$ cat src/rtl/rf_pkg.sv
// Shared widths, types and helpers for the bypassing register file and its busy scoreboard.
package rf_pkg;

  localparam int XLEN = 32;
  localparam int NREG = 32;
  localparam int AW   = $clog2(NREG);

  typedef logic [AW-1:0]   reg_addr_t;
  typedef logic [XLEN-1:0] reg_data_t;

  localparam reg_addr_t ZERO_ADDR = '0;

  function automatic logic isZeroAddr(input int unsigned addr);
    return addr == int'(ZERO_ADDR);
  endfunction

endpackage

$ cat src/rtl/register_file_bypass_sb_if.sv
// Decode/writeback bus of the register file: read ports, writeback port, issue port and busy flags.
interface register_file_bypass_sb_if
  import rf_pkg::*;
#(
  parameter int XLEN = rf_pkg::XLEN,
  parameter int AW   = rf_pkg::AW
);

  logic            WE3;
  logic [AW-1:0]   A3;
  logic [XLEN-1:0] WD3;
  logic [AW-1:0]   A1;
  logic [AW-1:0]   A2;
  logic [XLEN-1:0] RD1;
  logic [XLEN-1:0] RD2;
  logic            ISSUE_EN;
  logic [AW-1:0]   ISSUE_RD;
  logic            BUSY1;
  logic            BUSY2;

  modport master (
    output WE3, A3, WD3, A1, A2, ISSUE_EN, ISSUE_RD,
    input  RD1, RD2, BUSY1, BUSY2
  );

  modport slave (
    input  WE3, A3, WD3, A1, A2, ISSUE_EN, ISSUE_RD,
    output RD1, RD2, BUSY1, BUSY2
  );

endinterface

$ cat src/rtl/rf_scoreboard.sv
// Per-register busy flags: set when a producer issues, cleared at its writeback.
module rf_scoreboard
  import rf_pkg::*;
#(
  parameter int NREG     = rf_pkg::NREG,
  parameter int AW       = rf_pkg::AW,
  parameter int BYPASS   = 1,
  parameter int ZERO_REG = 1
) (
  input  logic          CLK,
  input  logic          CLR,
  input  logic          ISSUE_EN,
  input  logic [AW-1:0] ISSUE_RD,
  input  logic          WE3,
  input  logic [AW-1:0] A3,
  input  logic [AW-1:0] A1,
  input  logic [AW-1:0] A2,
  output logic          BUSY1,
  output logic          BUSY2
);

  logic [NREG-1:0] r_busy;
  logic [NREG-1:0] w_busyNext;
  logic            w_issueSet;
  logic            w_bypassEn;

  assign w_issueSet = ISSUE_EN && !((ZERO_REG != 0) && isZeroAddr(int'(ISSUE_RD)));
  assign w_bypassEn = (BYPASS != 0) && WE3;

  // Clear is applied first so a same-cycle issue to the written register keeps it busy.
  always_comb begin
    w_busyNext = r_busy;
    if (WE3) begin
      w_busyNext[A3] = 1'b0;
    end
    if (w_issueSet) begin
      w_busyNext[ISSUE_RD] = 1'b1;
    end
  end

  always_ff @(posedge CLK or negedge CLR) begin
    if (!CLR) begin
      r_busy <= '0;
    end else begin
      r_busy <= w_busyNext;
    end
  end

  assign BUSY1 = r_busy[A1] && !(w_bypassEn && (A3 == A1));
  assign BUSY2 = r_busy[A2] && !(w_bypassEn && (A3 == A2));

endmodule

$ cat src/rtl/register_file_bypass_sb.sv
// NREG x XLEN register file: two combinational read ports with writeback bypass, hardwired r0, busy scoreboard.
module register_file_bypass_sb
  import rf_pkg::*;
#(
  parameter int XLEN     = rf_pkg::XLEN,
  parameter int NREG     = rf_pkg::NREG,
  parameter int AW       = rf_pkg::AW,
  parameter int BYPASS   = 1,
  parameter int ZERO_REG = 1
) (
  input  logic                     CLK,
  input  logic                     CLR,
  register_file_bypass_sb_if.slave bus
);

  logic [XLEN-1:0] r_regs [NREG];
  logic            w_wrZero;
  logic            w_wrEn;
  logic            w_bypassEn;
  logic [XLEN-1:0] w_rd1;
  logic [XLEN-1:0] w_rd2;
  logic            w_busy1;
  logic            w_busy2;

  assign w_wrZero   = (ZERO_REG != 0) && isZeroAddr(int'(bus.A3));
  assign w_wrEn     = bus.WE3 && !w_wrZero;
  // Gated by CLR so reads stay at zero while reset is held, even with a write pending.
  assign w_bypassEn = (BYPASS != 0) && w_wrEn && CLR;

  always_ff @(posedge CLK or negedge CLR) begin
    if (!CLR) begin
      for (int i = 0; i < NREG; i++) begin
        r_regs[i] <= '0;
      end
    end else if (w_wrEn) begin
      r_regs[bus.A3] <= bus.WD3;
    end
  end

  always_comb begin
    w_rd1 = r_regs[bus.A1];
    if (w_bypassEn && (bus.A3 == bus.A1)) begin
      w_rd1 = bus.WD3;
    end
    if ((ZERO_REG != 0) && isZeroAddr(int'(bus.A1))) begin
      w_rd1 = '0;
    end
  end

  always_comb begin
    w_rd2 = r_regs[bus.A2];
    if (w_bypassEn && (bus.A3 == bus.A2)) begin
      w_rd2 = bus.WD3;
    end
    if ((ZERO_REG != 0) && isZeroAddr(int'(bus.A2))) begin
      w_rd2 = '0;
    end
  end

  rf_scoreboard #(
    .NREG     (NREG),
    .AW       (AW),
    .BYPASS   (BYPASS),
    .ZERO_REG (ZERO_REG)
  ) u_scoreboard (
    .CLK      (CLK),
    .CLR      (CLR),
    .ISSUE_EN (bus.ISSUE_EN),
    .ISSUE_RD (bus.ISSUE_RD),
    .WE3      (bus.WE3),
    .A3       (bus.A3),
    .A1       (bus.A1),
    .A2       (bus.A2),
    .BUSY1    (w_busy1),
    .BUSY2    (w_busy2)
  );

  assign bus.RD1   = w_rd1;
  assign bus.RD2   = w_rd2;
  assign bus.BUSY1 = w_busy1;
  assign bus.BUSY2 = w_busy2;

endmodule
$ cat src/flat_wrapper.sv
// flat-port wrapper written by rule: the top's interface ports become plain ports
module register_file_bypass_sb_flat import rf_pkg::*;
#(
  parameter int XLEN     = rf_pkg::XLEN,
  parameter int NREG     = rf_pkg::NREG,
  parameter int AW       = rf_pkg::AW,
  parameter int BYPASS   = 1,
  parameter int ZERO_REG = 1
)
  (CLK, CLR, bus_WE3, bus_A3, bus_WD3, bus_A1, bus_A2, bus_ISSUE_EN, bus_ISSUE_RD, bus_RD1, bus_RD2, bus_BUSY1, bus_BUSY2);
  register_file_bypass_sb_if #(.XLEN(XLEN), .AW(AW)) bus_i ();
  input  logic CLK;
  input  logic CLR;
  input wire logic [$bits(bus_i.WE3)-1:0] bus_WE3;
  input wire logic [$bits(bus_i.A3)-1:0] bus_A3;
  input wire logic [$bits(bus_i.WD3)-1:0] bus_WD3;
  input wire logic [$bits(bus_i.A1)-1:0] bus_A1;
  input wire logic [$bits(bus_i.A2)-1:0] bus_A2;
  input wire logic [$bits(bus_i.ISSUE_EN)-1:0] bus_ISSUE_EN;
  input wire logic [$bits(bus_i.ISSUE_RD)-1:0] bus_ISSUE_RD;
  output wire logic [$bits(bus_i.RD1)-1:0] bus_RD1;
  output wire logic [$bits(bus_i.RD2)-1:0] bus_RD2;
  output wire logic [$bits(bus_i.BUSY1)-1:0] bus_BUSY1;
  output wire logic [$bits(bus_i.BUSY2)-1:0] bus_BUSY2;
  assign bus_i.WE3 = bus_WE3;
  assign bus_i.A3 = bus_A3;
  assign bus_i.WD3 = bus_WD3;
  assign bus_i.A1 = bus_A1;
  assign bus_i.A2 = bus_A2;
  assign bus_i.ISSUE_EN = bus_ISSUE_EN;
  assign bus_i.ISSUE_RD = bus_ISSUE_RD;
  assign bus_RD1 = bus_i.RD1;
  assign bus_RD2 = bus_i.RD2;
  assign bus_BUSY1 = bus_i.BUSY1;
  assign bus_BUSY2 = bus_i.BUSY2;
  register_file_bypass_sb #(.XLEN(XLEN), .NREG(NREG), .AW(AW), .BYPASS(BYPASS), .ZERO_REG(ZERO_REG)) u_core (.CLK(CLK), .CLR(CLR), .bus(bus_i));
endmodule
$ cat config.mk
export PLATFORM = sky130hd
export DESIGN_NAME = register_file_bypass_sb_flat
export DESIGN_NICKNAME = d
export VERILOG_FILES = /design/src/rtl/rf_pkg.sv /design/src/rtl/register_file_bypass_sb_if.sv /design/src/rtl/rf_scoreboard.sv /design/src/rtl/register_file_bypass_sb.sv /design/src/flat_wrapper.sv
export SDC_FILE = /design/constraint.sdc
export NUM_CORES = 2
export LEC_CHECK = 0
export BUFFER_PORTS_ARGS = -buffer_cell sky130_fd_sc_hd__buf_4
export CAP_MARGIN = 20
export CORE_UTILIZATION = 35
export DETAILED_ROUTE_END_ITERATION = 12
export PLACE_DENSITY_LB_ADDON = 0.08
export SLEW_MARGIN = 20
export SYNTH_ARGS = -nofsm -noshare
export SYNTH_HDL_FRONTEND = slang
export SYNTH_SLANG_ARGS = --single-unit
export TNS_END_PERCENT = 1
$ cat constraint.sdc
create_clock -name CLK -period 3.65 [get_ports CLK]
set_clock_uncertainty 0.15 [all_clocks]
set_input_delay 0.73 -clock CLK [delete_from_list [all_inputs] [get_ports CLK]]
set_output_delay 0.73 -clock CLK [all_outputs]
set_load 0.01 [all_outputs]
* After elaboration in Yosys (flattened, before gate mapping)
Index checks and enable logic that the tools add are counted.
** Cells by class
- Reduce and logical (&&, ||, !) cells :: 20
- Muxes and demuxes :: 23
- Bitwise logic cells :: 6
- Equal/unequal tests :: 2
- Order comparisons :: 10
** Operator list (number)
- bitwise mux 1024 bit :: 1
- two-way mux 32 bit :: 11
- binary-select mux 32 bit (select 5 bit) :: 2
- demux 32 bit (select 5 bit) :: 1
- AND 32 bit :: 1
- NOT 32 bit :: 1
- bitwise OR 32 bit :: 1
- less-than comparator 5 x 6 -> 1 bit (second input constant) :: 4
- logical NOT 5 bit :: 4
- greater-or-equal comparator 6 bit (second input constant) :: 3
- NOT 5 -> 6 bit :: 3
- logical AND 1 bit :: 12
- binary-select mux 1 bit (select 5 bit) :: 2
- demux 1 bit (select 5 bit) :: 2
- equality test 5 bit :: 2
- greater-or-equal comparator 5 x 1 -> 1 bit (second input constant) :: 2
- less-than comparator 6 x 1 -> 1 bit (second input constant) :: 1
- logical NOT 1 bit :: 4
- two-way mux 1 bit :: 4
** Word-level totals
- Word-level logic and storage cells :: 94
- Output and inout port bits :: 66
- Register bits :: 1056
- Bits of input ports :: 56

* Depth between registers and ports, before layout
- Depth in word-level cells :: 9
- Mapped depth :: 10
- Mapped depth without buffers :: 6

* Cells and area by module
Synthesis repeated with hierarchy kept, for this count alone.
** Unflattened totals
- Cell total of the unflattened synthesis :: 4059
- Area total of the unflattened synthesis :: 57237.4 sq um
** Modules (own cells, without submodules)
- register_file_bypass_sb :: area each 55184.2 sq um, sequential area each 25624.6 sq um, cells each 3864, instances 1
- rf_scoreboard :: area each 2053.2 sq um, sequential area each 800.8 sq um, cells each 195, instances 1

* Worst setup path after synthesis
Ideal clock, no wire load.
- Path type :: in2out
- Start point :: in bus_A2[4]
- End point :: out bus_RD2[0]
- Required time :: 2.770 ns
- Buffers on the path :: 3
- Stages :: 9
- Setup slack :: 0.455 ns
- Arrival time :: 2.315 ns
- Path through :: buf_2 > xnor2_1 > nand3_1 > nor3_2 > nor2b_1 > clkbuf_1 > buf_4 > nor3_1 > a211oi_1
** Between the ends
- Cells in the longest elaborated chain, start to end :: 6
- Elaborated cells on any way between the ends :: 9
- Those cells by class :: 1 x eq/ne; 5 x mux; 1 x bitwise; 2 x reduce/logical
** RTL lines
- from (decl) :: RTL line flat_wrapper.sv:18 : input wire logic [$bits(bus_i.A2)-1:0] bus_A2;
- NOT 5 -> 6 bit (implied by the code) :: RTL line register_file_bypass_sb.sv:51 : w_rd2 = r_regs[bus.A2];
- binary-select mux 32 bit (select 5 bit) :: RTL line register_file_bypass_sb.sv:51
- two-way mux 32 bit (implied by the code) (2 in series) :: RTL line register_file_bypass_sb.sv:51
- two-way mux 32 bit :: RTL line register_file_bypass_sb.sv:52 : if (w_bypassEn && (bus.A3 == bus.A2)) begin
- two-way mux 32 bit * :: RTL line register_file_bypass_sb.sv:55 : if ((ZERO_REG != 0) && isZeroAddr(int'(bus.A2))) begin
- to (decl) :: RTL line flat_wrapper.sv:22 : output wire logic [$bits(bus_i.RD2)-1:0] bus_RD2;
Mark *: on every way between the ends. The rest lies on a longest branch, timed or not. The select of a mux whose other input is x is not followed.

* Final worst setup path
- Start point :: in bus_A1[3]
- End point :: out bus_BUSY1
** Between the ends
- Cells in the longest elaborated chain, start to end :: 4
- Elaborated cells on any way between the ends :: 6
- Those cells by class :: 1 x eq/ne; 2 x mux; 3 x reduce/logical
** RTL lines
- from (decl) :: RTL line flat_wrapper.sv:17 : input wire logic [$bits(bus_i.A1)-1:0] bus_A1;
- branches (longest 3 deep; another with binary-select mux 1 bit (select 5 bit))
- logical AND 1 bit * :: RTL line rf_scoreboard.sv:49 : assign BUSY1 = r_busy[A1] && !(w_bypassEn && (A3 == A1));
- to (decl) :: RTL line flat_wrapper.sv:23 : output wire logic [$bits(bus_i.BUSY1)-1:0] bus_BUSY1;
Every way passes the cells marked *. The select of a mux whose other input is x is not followed.

==> reports/results.ini <==
[sta]
postLayoutSetupSlackWorst_ns = -0.125
period_minus_slack_ns = 3.77
rsz0062_at_grt = true
setup_viol = 20
worst_pin_slew_ns = 1.09
timing.hold.ws_ns = 0.0698
slew_violations = 0
hold_violations = 0
period_share_pct = 103
max_slew_margin_pct = 27.3
fmax_mhz = 265

[logic_synthesis]
syn_inst = 4271
ys_warn_count = 0
syn_area_mm2 = 0.0581
synthArstFlopShare_pct = 100
ys.flop_type = dfrtp_1
avgSynthCellArea_um2 = 13.6
syn_nets = 4327
yosys.area.top_type = dfrtp_1
ys_seq_elements = 1056
synthDistinctLibCells = 57
seq_area_frac_synth_pct = 45.5
yosysTopAreaCellShare_pct = 45.5
synth_enable_flop_cells = 0
synth.area.top_cells = dfrtp_1 45%, mux2_2 20%, mux4_2 10%

[cells_and_area]
mostFrequentLayoutCells = 1,056 x dfrtp_1, 1,040 x mux2_2, 511 x mux2i_1, 432 x buf_4, 270 x mux4_2
post-route-util_pct = 43.1
nFillCells = 15199
nets = 4619
design_area_mm2 = 0.0710
area_growth_pct = 22.2
final_common_cell = dfrtp_1
layout-drive-gt1-share_pct = 51.0

[power]
combPwrFrac_pct = 21.1
vdd_ir_drop_max_uv = 547
seq_power_share_pct = 41.7
p_sw_mw = 10.7
switching_share_pct = 28.5
p_int_mw = 26.9
power.density_mw_per_mm2 = 529
pwr-share-clk_pct = 37.2
p_leak_nw = 31.5
p_total_mw = 37.6

[worst_setup_path]
crit_top_cell = buf_4
r2r_cells = 1
worstSetupPathType = in -> out
crit_required_ns = 2.77
endpoint_kind = output pin
timing.rr.end = u_core.r_regs[510]
critPathLaunchType = primary input
max_stage_delay_ns = 0.73
worstPathArrival_ns = 2.89
crit_slowest_cell = a2111oi_1
crit_chain = buf_4 -> xor2_1 -> nor3_4 -> buf_4 -> buf_4 -> a2111oi_1 -> buf_4 -> buf_4
path_max_fanout = 10
timing.rr.start = u_core.r_regs[510]
r2r_setup_slack_ns = 2.68

[global_route]
grt_pass1_vias = 41791
gr-usage-all-layers_pct = 27.6
overflow = 0
grt_max_degree = 159
antenna_found_initial = 7
grt_first_pass_wirelength_um = 331000

[cts]
cts_buffer_depth = 3
clk_pin_slew_ns = 0.06
holdBufCountCts = 0
cts_sinks = 1056
htree_num_levels = 4
cts_root_buffer = clkbuf_16
cts_buffers = 137
cts_tree = built
clk_latency_ns = 0.77

[die]
die_y_um = 410
core_area_mm2 = 0.165
die_area_mm2 = 0.168
io_pins = 122
num_rows = 149
start_util_pct = 35.2
die_w_um = 410

[outcome]
status = finished, violations left
violations = DRC, setup timing

[routing]
wl_per_cell_um = 34.2
dr_total_vias = 40780
avgViaCountPerCell = 5.94
first_pass_iters = 11
routed_wirelength_um = 235000
antenna_left = 0
drc = 20
initialDrtViolationCount = 3284

[place]
postPlaceCellArea_mm2 = 0.0652
place_ws_ns = -0.666
portBuffers = 121
dp_hpwl_um = 149000
gp_congestion = 0.813

[job]
max_cap_viol_count = 0

[hold_path]
hold_class = in -> async

[synthesized netlist by cell type (all sizes together) (16+ instances only)]
cell type / n
nand3: 16
nand2: 57
a211oi: 64
mux2: 1058
a21oi: 124
o21ai: 127
a221o: 31
dfrtp: 1056
buf: 257
a22oi: 93
clkbuf: 222
o22ai: 33
o211ai: 31
nor2: 57
a221oi: 94
mux4: 271
nor3: 71
mux2i: 514
[what timing repair did]
item,CTS,global route
cloned,0,9
setup buffers,5,16
resized for setup,39,138
hold endpoints to repair,0,0
endpoints found under the setup margin,59,64
pin swaps,6,14
[sequential cells by signal, summed over array words and instances (netlist names)]
signal / count
u_core.r_regs: 1024
u_core.u_scoreboard.r_busy: 32
[critical path, delay by kind of cell]
family | cells | cell delay [ns]
AOI/OAI and AO/OA | 1 | 0.73
and+or+nand+nor | 1 | 0.11
buffers and inverters | 5 | 1.01
xor gates and xnor gates | 1 | 0.27
[worst max-delay path by stage]
stage,from,endpoint,depth (start not counted)
6_report,bus_A1[3],bus_BUSY1,8
2_1_floorplan,bus_A2[4],bus_RD2[0],9
3_3_place_gp,bus_A2[0],bus_BUSY2,8
5_1_grt,bus_A2[0],bus_RD2[19],11
4_1_cts,bus_A2[0],bus_RD2[15],11
3_5_place_dp,bus_A2[0],bus_BUSY2,8
[cells by family (layout without fill, tap and decap cells)]
family,after synthesis,after routing,synth area share (%)
AO/OA/AOI/OAI,624,624,7.86
XOR/XNOR,10,10,0.151
buffers and inverters,481,882,4.45
flip-flops,1056,1056,45.5
multiplexers,1843,1843,39.8
other,0,1,0
AND/OR/NAND/NOR,257,257,2.25
[metrics by stage]
step	TNS [ns]	instances
after floorplan	0	4271
after global placement	-9.09	6583
after detailed placement	-8.36	6583
after CTS	-5.36	6836
after global routing	-2.52	6861
final	-0.969	6862
[per-layer routing]
metal / track usage, % / routed length [um] / up-vias
met5: 0 / 26 / -
met4: 7.14 / 5160 / 4
met3: 3.67 / 11000 / 282
met2: 43.0 / 108000 / 1151
met1: 40.3 / 110000 / 22347
li1: - / - / 16996
[power by group through the flow]
stage	clock (mW)	sequential (mW)	combinational (mW)
global placement	0	15.7	7.65
floorplan	0	15.2	5.34
detailed placement	0	15.8	7.73
global route	14.8	15.9	8.47
CTS	14.3	15.6	7.80
finish	14.0	15.7	7.93
[cell type report]
class	count	area, um^2	area share [%]
clock buffer	205	4160	5.86
antenna	1	2.50	0.00352
tap	2189	2740	3.86
clock inverter	43	472	0.664
inverter	2	7.51	0.0106
timing repair buffer	632	7190	10.1
multi-input combinational	2734	30000	42.3
sequential	1056	26400	37.2
No activity file was read; power rests on OpenSTA's default activity.
